## src/rtl/comparador_pkg.sv

```systemverilog
// comparador_pkg: shared width default and flag bundle for the comparator
package comparador_pkg;
   localparam int WIDTH_DEF = 32;
   typedef struct packed {
      logic eq;
      logic lt_u;
      logic lt_s;
   } cmp_flags_t;
endpackage

```

## src/rtl/comparador_core.sv

```systemverilog
// comparador_core: combinational equality and signed/unsigned less-than
module comparador_core
   import comparador_pkg::*;
#(
   parameter int WIDTH = WIDTH_DEF
) (
   input  logic [WIDTH-1:0] reg1,
   input  logic [WIDTH-1:0] reg2,
   output cmp_flags_t       flags
);
   logic lt_u;
   assign lt_u       = reg1 < reg2;
   assign flags.eq   = reg1 == reg2;
   assign flags.lt_u = lt_u;
   // differing sign bits decide alone; otherwise the unsigned order matches signed
   assign flags.lt_s = (reg1[WIDTH-1] != reg2[WIDTH-1]) ? reg1[WIDTH-1] : lt_u;
endmodule

```

## src/rtl/comparador.sv

```systemverilog
// comparador: branch comparator with zero-latency flags and a one-cycle registered copy
module comparador
   import comparador_pkg::*;
#(
   parameter int WIDTH = WIDTH_DEF
) (
   input  logic             clk,
   input  logic             reset,
   input  logic [WIDTH-1:0] reg1,
   input  logic [WIDTH-1:0] reg2,
   input  logic             in_valid,
   output logic             Comparador_Salida,
   output logic             lt_u,
   output logic             lt_s,
   output logic             eq_q,
   output logic             lt_u_q,
   output logic             lt_s_q,
   output logic             out_valid
);
   cmp_flags_t flags, flags_q;
   comparador_core #(.WIDTH(WIDTH)) u_core (
      .reg1  (reg1),
      .reg2  (reg2),
      .flags (flags)
   );
   always_ff @(posedge clk) begin
      if (reset) begin
         flags_q   <= '0;
         out_valid <= 1'b0;
      end else begin
         if (in_valid) flags_q <= flags;
         out_valid <= in_valid;
      end
   end
   assign Comparador_Salida = flags.eq;
   assign lt_u              = flags.lt_u;
   assign lt_s              = flags.lt_s;
   assign eq_q              = flags_q.eq;
   assign lt_u_q            = flags_q.lt_u;
   assign lt_s_q            = flags_q.lt_s;
endmodule

```

## config.mk

```make
export PLATFORM = sky130hd
export DESIGN_NAME = comparador
export DESIGN_NICKNAME = d
export VERILOG_FILES = /design/src/rtl/comparador_pkg.sv /design/src/rtl/comparador_core.sv /design/src/rtl/comparador.sv
export SDC_FILE = /design/constraint.sdc
export NUM_CORES = 1
export LEC_CHECK = 0
export ABC_AREA = 1
export CAP_MARGIN = 20
export CORE_ASPECT_RATIO = 0.9
export CORE_MARGIN = 5
export CORE_UTILIZATION = 38
export CTS_CLUSTER_SIZE = 10
export DETAILED_ROUTE_END_ITERATION = 8
export PLACE_DENSITY_LB_ADDON = 0.3
export SETUP_SLACK_MARGIN = 0.02
export SLEW_MARGIN = 40
export SYNTH_ARGS = -nofsm -noshare
export SYNTH_HDL_FRONTEND = slang
export SYNTH_HIERARCHICAL = 1
export SYNTH_SLANG_ARGS = --single-unit
```

## constraint.sdc

```tcl
create_clock -name clk -period 2.2 [get_ports clk]
set_input_delay 0.22 -clock clk [delete_from_list [all_inputs] [get_ports clk]]
set_output_delay 0.22 -clock clk [all_outputs]
set_load 0.005 [all_outputs]
```

# Word level (Yosys, flattened, before mapping)
# Cells that the tools add are included.
# classes
eq_ne,2
n_lt_le_gt_ge,1
n_mux,1
# op_table
operator,n
equality test 32 bit,1
less-than comparator 32 bit,1
2-to-1 mux 1 bit,1
!= test 1 bit,1
# word_totals
register_bits,4
word_cells,8
input_bits,67
out_inout_bits,7

# Logic depth before layout (Yosys ltp)
# Gate-level depths: netlist (run 1).
# logic_depth
depth_word,2
ltp_mapped,18
ltp_nobuf,18

# By module
# Netlist (run 1), hierarchy kept.
# by_module_without_submodules
mod,area_each_um2,seq_area_each_um2,cells_each,instances
comparador_core,903.4,0.0,143,1
comparador,147.6,80.1,22,1

# Least setup slack after synthesis (run 1)
# No wires, ideal clock.
# synth_path
path_type,input -> register
from,input port reg2[31]
to,register flags_q (netlist bit lt_u_q)
setup_ns,0.113
n_path_buf,1
t_required_ns,2.087
stages,13
slack_ns,0.641
arrival_ns,1.446
path_cell_list,inv_1 -> ha_1 -> nand2_2 -> nor2_2 -> nand2_2 -> nor4_4 -> nand2_1 -> and2_1 -> buf_4 -> inv_1 -> nand2_1 -> nand2_1 -> nor2_1
# synth_via
elab_chain_len,1
# synth_rtl
item,line_no,source
"start, declared",comparador.sv:10,"input logic [WIDTH-1:0] reg2,"
less-than comparator 32 bit,comparador_core.sv:12,assign lt_u = reg1 < reg2;
via u_core.lt_u,comparador_core.sv:11,logic lt_u;
"end signal, assigned",comparador.sv:31,if (in_valid) flags_q <= flags;
"end, declared",comparador.sv:20,"cmp_flags_t flags, flags_q;"
# The timed path passes the listed nets, and every way through them passes these cells.
# A chain may end at the register's enable or synchronous reset.

# Final worst setup path (run 1)
# layout_path
from,input port reg1[28]
to,output port lt_u
# layout_via
elab_chain_len,1
# layout_rtl
item,line_no,source
"start, declared",comparador.sv:9,"input logic [WIDTH-1:0] reg1,"
less-than comparator 32 bit,comparador_core.sv:12,
"end, declared",comparador.sv:13,"output logic lt_u,"
# Every way passes these cells.

==> results of run 1 <==
routing by layer:
metal  up-vias  share of wire (%)  track usage, %
li1        678                  -               -
met1       532                 44            17.2
met2        40                 51            24.0
met3         0                5.6            2.44
met4         0                  0            1.78
met5         -                  0               0
final timing paths:
| path | start | end | slack, ns | cells after the start |
|---|---|---|---|---|
| setup / recovery | reg1[28] | lt_u | 0.08 | 9 |
| hold / removal | lt_s_q | lt_s_q | 0.48 | 2 |
| setup reg to reg | eq_q | eq_q | 1.64 | 2 |
| hold reg to reg | lt_s_q | lt_s_q | 0.48 | 2 |
state kept, by name, indices dropped and copies added (netlist names):
register   count
eq_q           1
lt_s_q         1
lt_u_q         1
out_valid      1
worst register-to-register path, delay by kind of cell, from the launching register on:
kind / cells / cell delay (ns)
flops: 1 / 0.30
simple gates: 2 / 0.14
per-stage QoR:
| step | setup WS (ns) | hold slack, ns | cell area (um^2) | utilization (%) |
|---|---|---|---|---|
| after floorplan | 0.641 | 0.291 | 1050 | - |
| after global placement | -0.223 | 0.455 | 1840 | 68.1 |
| after CTS | 0.0110 | 0.466 | 1920 | 71.0 |
| after global routing | -0.00974 | 0.494 | 2060 | 76.1 |
| final | 0.0766 | 0.476 | 2060 | 76.1 |
| after detailed placement | -0.310 | 0.461 | 1840 | 68.1 |
Yosys cell counts, types with 2 or more instances:
library cell	instances	share of area, %
ha_1	32	38
o21ai_0	2	0.95
a21oi_1	14	6.7
dfxtp_1	4	7.6
nand2_2	2	1.2
nand2_1	38	14
nor2_1	13	4.6
nand4_1	2	1.2
inv_1	44	16
nand3_1	3	1.4
cell families after synthesis:
| family | count (synthesis) | synth area share (%) |
|---|---|---|
| AND/OR/NAND/NOR | 64 | 27.6 |
| buffers and inverters | 46 | 16.8 |
| adder cells (fa/ha/maj) | 32 | 38.1 |
| AO/OA/AOI/OAI | 19 | 9.88 |
| flip-flops | 4 | 7.62 |
cells in the final DEF, fill, tap and decap left out, types with 2 or more instances in the layout:
cell type and instances:
a21oi_1 11, a21oi_2 3, buf_4 7, clkbuf_2 2
clkbuf_4 3, clkdlybuf4s50_1 59, dfxtp_1 4, dlymetal6s2s_1 11
ha_1 24, ha_4 8, inv_1 38, inv_2 7
nand2_1 35, nand2_2 3, nand2_4 3, nand3_1 2
nand4_1 2, nor2_1 11, nor2_2 2, o21ai_0 2
cell type report:
cell class                      count  area share (%)
Multi-Input combinational cell    115            46.0
Timing Repair Buffer               80            39.0
Inverter                           45            8.21
Sequential cell                     4            3.89
Tap cell                           30            1.82
Clock buffer                        3            1.09
timing repair:
action | 4_1_cts | 5_1_grt
resized for setup | 11 | 38
hold buffers | 0 | 0
pin swaps | 3 | 15
setup endpoints to repair | 3 | 3
setup buffers | 0 | 3
power by group through the flow:
stage / Sequential [mW] / Combinational (mW) / Clock (mW)
floorplan: 0.0819 / 0.139 / 0
global placement: 0.0811 / 0.304 / 0
detailed placement: 0.0812 / 0.310 / 0
CTS: 0.0800 / 0.324 / 0.0922
global route: 0.0804 / 0.402 / 0.101
finish: 0.0801 / 0.364 / 0.0921
==> impl_results.md, run 1 <==
- Detailed Place HPWL: 2.43 mm
- Wire per inst: 11.5 um
- Die footprint: 0.00392 mm^2
- Grt ovf: 0
- H-tree Lvls: 1
- Register area: 80.1 um^2
- Sw Ratio: 33.1%
- Area delta synth->final: 95.7%
- Hold Crit Class: reg -> reg
- # placed instances: 271
- All-layer global routing usage: 13.4%
- Global-route wire length before repair: 4.26 mm
- P_sw: 0.177 mW
- Flop pwr share: 14.9%
- Async SR Flop Fraction: 0%
- Delay-heaviest family, CP: simple AND/OR/NAND/NOR gates
- ANT cells: 0
- Initial DRC Count: 47
- GP Congestion: 0.754
- Area of the multi-input gates: 946 um^2
- Worst path slowest cell: clkdlybuf4s50_1
- Worst Path Arrival: 1.90 ns
- Core area: 0.00270 mm^2
- Power, Total: 0.537 mW
- FILL cells: 197
- Skew-Pair Late Insertion Delay: 0.24 ns
- Root buffer cell: clkbuf_4
- Leakage: 1.16 nW
- Crit path time final: 2.12 ns
- Post-Route WL: 3.18 mm
- Synthesized area: 0.00105 mm^2
- Setup Skew: 0 ns
- Critical path endpoint category: output pin
- Pwr/cell area: 261 mW/mm^2
- Worst path buffer plus inverter count: 2
- Remaining antenna violation count: 0
- Critical path fanouts, max: 2
- Pins Over Slew Limit: 0
- Relative slew margins: 83.1%
- Clock buffer depth: 2
- Setup TNS: 0 ns
- CTS tree: built
- DRC: 0
- Die width: 65.4 um
- Status: completed
- Max-cap violation count: 0
- Critical path type: in -> out
- Synth Instances: 165
- Non-Filler Instances: 277
- Cell variety after synth: 21
- Row cnt: 18
- Initial antenna violation count: 0
- Num CTS Buffers: 3
- Post-synthesis sequential area ratio: 7.62%
- Peak supply drop: 147 uV
- Int Power: 0.359 mW
- #FFs+latches synth: 4
- Port bufs: 73
- Fmax: 471 MHz
- Top_reg_cell synth: dfxtp_1
- CP required: 1.98 ns
- Syn_nets: 264
- EDFF count, synth: 0
- Layout cells sized above 1: 18.2%
- Worst-path clk slew: 0.04 ns
- DR vias: 1,250
- Final Setup Violations: 0
- Synth warnings: 6
- Largest net degree at the start of global routing: 8
- Drt first pass iters: 4
- Die Y: 59.9 um
- Initial Utilization: 38.9%
- Logic pwr share: 67.9%
- Via density: 4.51
- Tcrit/Tclk final: 96.5%
- Nets: 348
- Worst Tran Pin Value: 0.253 ns
- Ports: 74
- Synthesized area per cell: 6.37 um^2
- Endpoints failing hold: 0
- Total clock sinks: 4
- Worst path cell trace: clkdlybuf4s50_1, ha_4, nand2_4, nor2_4, nand2_2, nor4_4, nand2_1, and2_4, buf_6
- Slowest stage delay, CP: 0.46 ns
- Setup crit start kind: input pin
- Clk pwr share: 17.2%
- Number of global-route vias before repair: 1,099
Note: power is estimated with default switching activity, not from simulation.
==> run 2: changes to the inputs <==
--- a/config.mk
+++ b/config.mk
@@ -9,7 +9,7 @@
 export CAP_MARGIN = 20
 export CORE_ASPECT_RATIO = 0.9
 export CORE_MARGIN = 5
-export CORE_UTILIZATION = 38
+export CORE_UTILIZATION = 35
 export CTS_CLUSTER_SIZE = 10
 export DETAILED_ROUTE_END_ITERATION = 8
 export PLACE_DENSITY_LB_ADDON = 0.3
==> run 2 against run 1 <==
Net effect:
- first-iteration DRC count shrank 53%
- final cell count up 4.3%
- maximum frequency increased by 0.36%
==> impl_results.md, run 2 (synthesis results as in run 1) <==
- Status: completed
- Hold Crit Class: reg -> reg
- Fmax: 473 MHz (+0.36%)
- Num CTS Buffers: 3 (unchanged)
- Worst Tran Pin Value: 0.235 ns (-0.0183 ns)
- P_sw: 0.174 mW (-2.0%)
- Global-route wire length before repair: 4.32 mm (+1.3%)
- GP Congestion: 0.731 (-3.1%)
- Die width: 67.8 um (+3.6%)
- Worst path slowest cell: clkdlybuf4s50_1
- Design Area, Final: 0.00201 mm^2 (-2.5%)
- Met3 wire len: 235 um (+32%)
- Wire length on met2: 1.52 mm (-6.1%)
- Pins Over Slew Limit: 0 (unchanged)
- Critical path type: in -> out
- Critical path fanouts, max: 2 (unchanged)
- Core area: 0.00282 mm^2 (+4.2%)
- Power, Total: 0.515 mW (-4.0%)
- Worst Path Arrival: 1.90 ns (about the same)
- Detailed Place HPWL: 2.53 mm (+4.1%)
- Critical path endpoint category: output pin
- Setup crit start kind: input pin
- DR vias: 1,283 (+2.6%)
- Initial Utilization: 37.3% (-1.6 points)
- Tcrit/Tclk final: 96.2% (-0.35 points)
- Skew-Pair Late Insertion Delay: 0.25 ns (about the same)
- Pwr/cell area: 257 mW/mm^2 (-1.5%)
- Flop pwr share: 15.5% (+0.6 points)
- Port bufs: 73 (unchanged)
- H-tree Lvls: 1 (unchanged)
- Ports: 74 (unchanged)
- Most frequent cells in the layout: clkdlybuf4s50_1, inv_1, nand2_1
- Area after DPL: 0.00186 mm^2 (+1.1%)
- Worst path cell trace: clkdlybuf4s50_1, inv_2, ha_4, nand2_1, inv_2, nand3_1, nor3_2, nand2_1, nand2_1, nand2_1, nand3_1, nand2_1, buf_2
- Area delta synth->final: 90.8%
- Largest net degree at the start of global routing: 8 (unchanged)
- Sw Ratio: 33.8% (+0.68 points)
- Leading cell type in the layout, fill and taps excluded: clkdlybuf4s50_1
- DRC: 0 (unchanged)
- Post-Route WL: 2.94 mm (-7.5%)
- Int Power: 0.341 mW (-5.0%)
- Initial antenna violation count: 0 (unchanged)
- Die Y: 62.0 um (+3.5%)
- Wire per inst: 10.2 um (-11%)
- Setup Skew: 0 ns (unchanged)
- Endpoints failing hold: 0 (unchanged)
- Clk pwr share: 20.1% (+2.9 points)
- Remaining antenna violation count: 0 (unchanged)
- Die footprint: 0.00420 mm^2 (+7.2%)
- CTS tree: built
- Slowest stage delay, CP: 0.47 ns (about the same)
- CP required: 1.98 ns (about the same)
- R2r setup slk: 1.64 ns (about the same)
- All-layer global routing usage: 13.2% (-0.13 points)
- Clock buffer depth: 2 (unchanged)
- RSZ-0062 raised after global routing: true
- Worst-path clk slew: 0.04 ns (about the same)
- Critical Path Most Common Cell: nand2_1
- Number of global-route vias before repair: 1,159 (+5.5%)
- Nets: 350 (+0.57%)
- ANT cells: 0 (unchanged)
- Logic pwr share: 64.3% (-3.6 points)
- Crit path time final: 2.12 ns (-0.00772 ns)
- Row cnt: 18 (unchanged)
- Layout cells sized above 1: 15.7% (-2.6 points)
- Drt first pass iters: 5 (+1)
- Max-cap violation count: 0 (unchanged)
- Met1 WL: 1.17 mm (-16%)
- Relative slew margins: 84.3% (+1.2 points)
- Via density: 4.44 (-1.6%)
- Final Setup Violations: 0 (unchanged)
- Peak supply drop: 110 uV (-25%)
- Leakage: 1.07 nW (-7.3%)
- Total clock sinks: 4 (unchanged)
- Root buffer cell: clkbuf_4
- Initial DRC Count: 22 (-53%)
- Top Layer Used: met4
- Grt ovf: 0 (unchanged)
run 2: path summary, 6_finish.rpt:
path	depth (start not counted)	start	end
min reg2reg	2	lt_s_q	lt_s_q
max	13	reg2[11]	lt_s
max reg2reg	2	eq_q	eq_q
min	2	lt_s_q	lt_s_q
run 2: power by group through the flow:
stage	logic, mW	clock network, mW	registers (mW)
global placement	0.303	0	0.0810
detailed placement	0.308	0	0.0812
finish	0.332	0.104	0.0799
CTS	0.319	0.104	0.0799
global route	0.372	0.112	0.0804
floorplan	0.139	0	0.0819
run 2: repair_timing:
action,in CTS,in global routing
endpoints found under the setup margin,3,4
buffers inserted,3,1
pin swaps,11,5
hold endpoints to repair,0,0
hold buffers,0,0
gates resized for setup,28,8
run 2: layout make-up:
cell class / instances / area [um^2]
Clock buffer: 3 / 22.5
Fill cell: 238 / 810
Inverter: 45 / 169
Multi-Input combinational cell: 115 / 905
Sequential cell: 4 / 80.1
Tap cell: 40 / 50.0
Timing Repair Buffer: 82 / 779
run 2: stage by stage:
step                      TNS, ns  std cells  utilization (%)  hold slack (ns)  setup WS, ns
after detailed placement   -0.840        282             66.1            0.464        -0.300
after global placement     -0.774        282             66.1            0.459        -0.278
after floorplan                 0        165                -            0.291         0.641
after global routing      -0.0311        289             71.2            0.496       -0.0311
after CTS                       0        288             69.1            0.469       0.00639
final                           0        289             71.2            0.467        0.0843
run 2: routing by layer:
metal	global-route usage, %	vias to the layer above
met5	0	-
met3	2.52	2
met1	15.1	559
met4	3.47	0
met2	25.2	41
li1	-	681
run 2: worst max-delay path: cells and delay by family:
family / cells / cell delay (ns)
adders and majority gates: 1 / 0.26
buffers and inverters: 4 / 0.70
and+or+nand+nor: 8 / 0.71
==> run 3: changes to the inputs <==
--- a/config.mk
+++ b/config.mk
@@ -9,7 +9,7 @@
 export CAP_MARGIN = 20
 export CORE_ASPECT_RATIO = 0.9
 export CORE_MARGIN = 5
-export CORE_UTILIZATION = 35
+export CORE_UTILIZATION = 38
 export CTS_CLUSTER_SIZE = 10
 export DETAILED_ROUTE_END_ITERATION = 8
 export PLACE_DENSITY_LB_ADDON = 0.3
==> results of run 3 <==
Same layout as run 1: the final DEF is identical, and so are final timing and power.
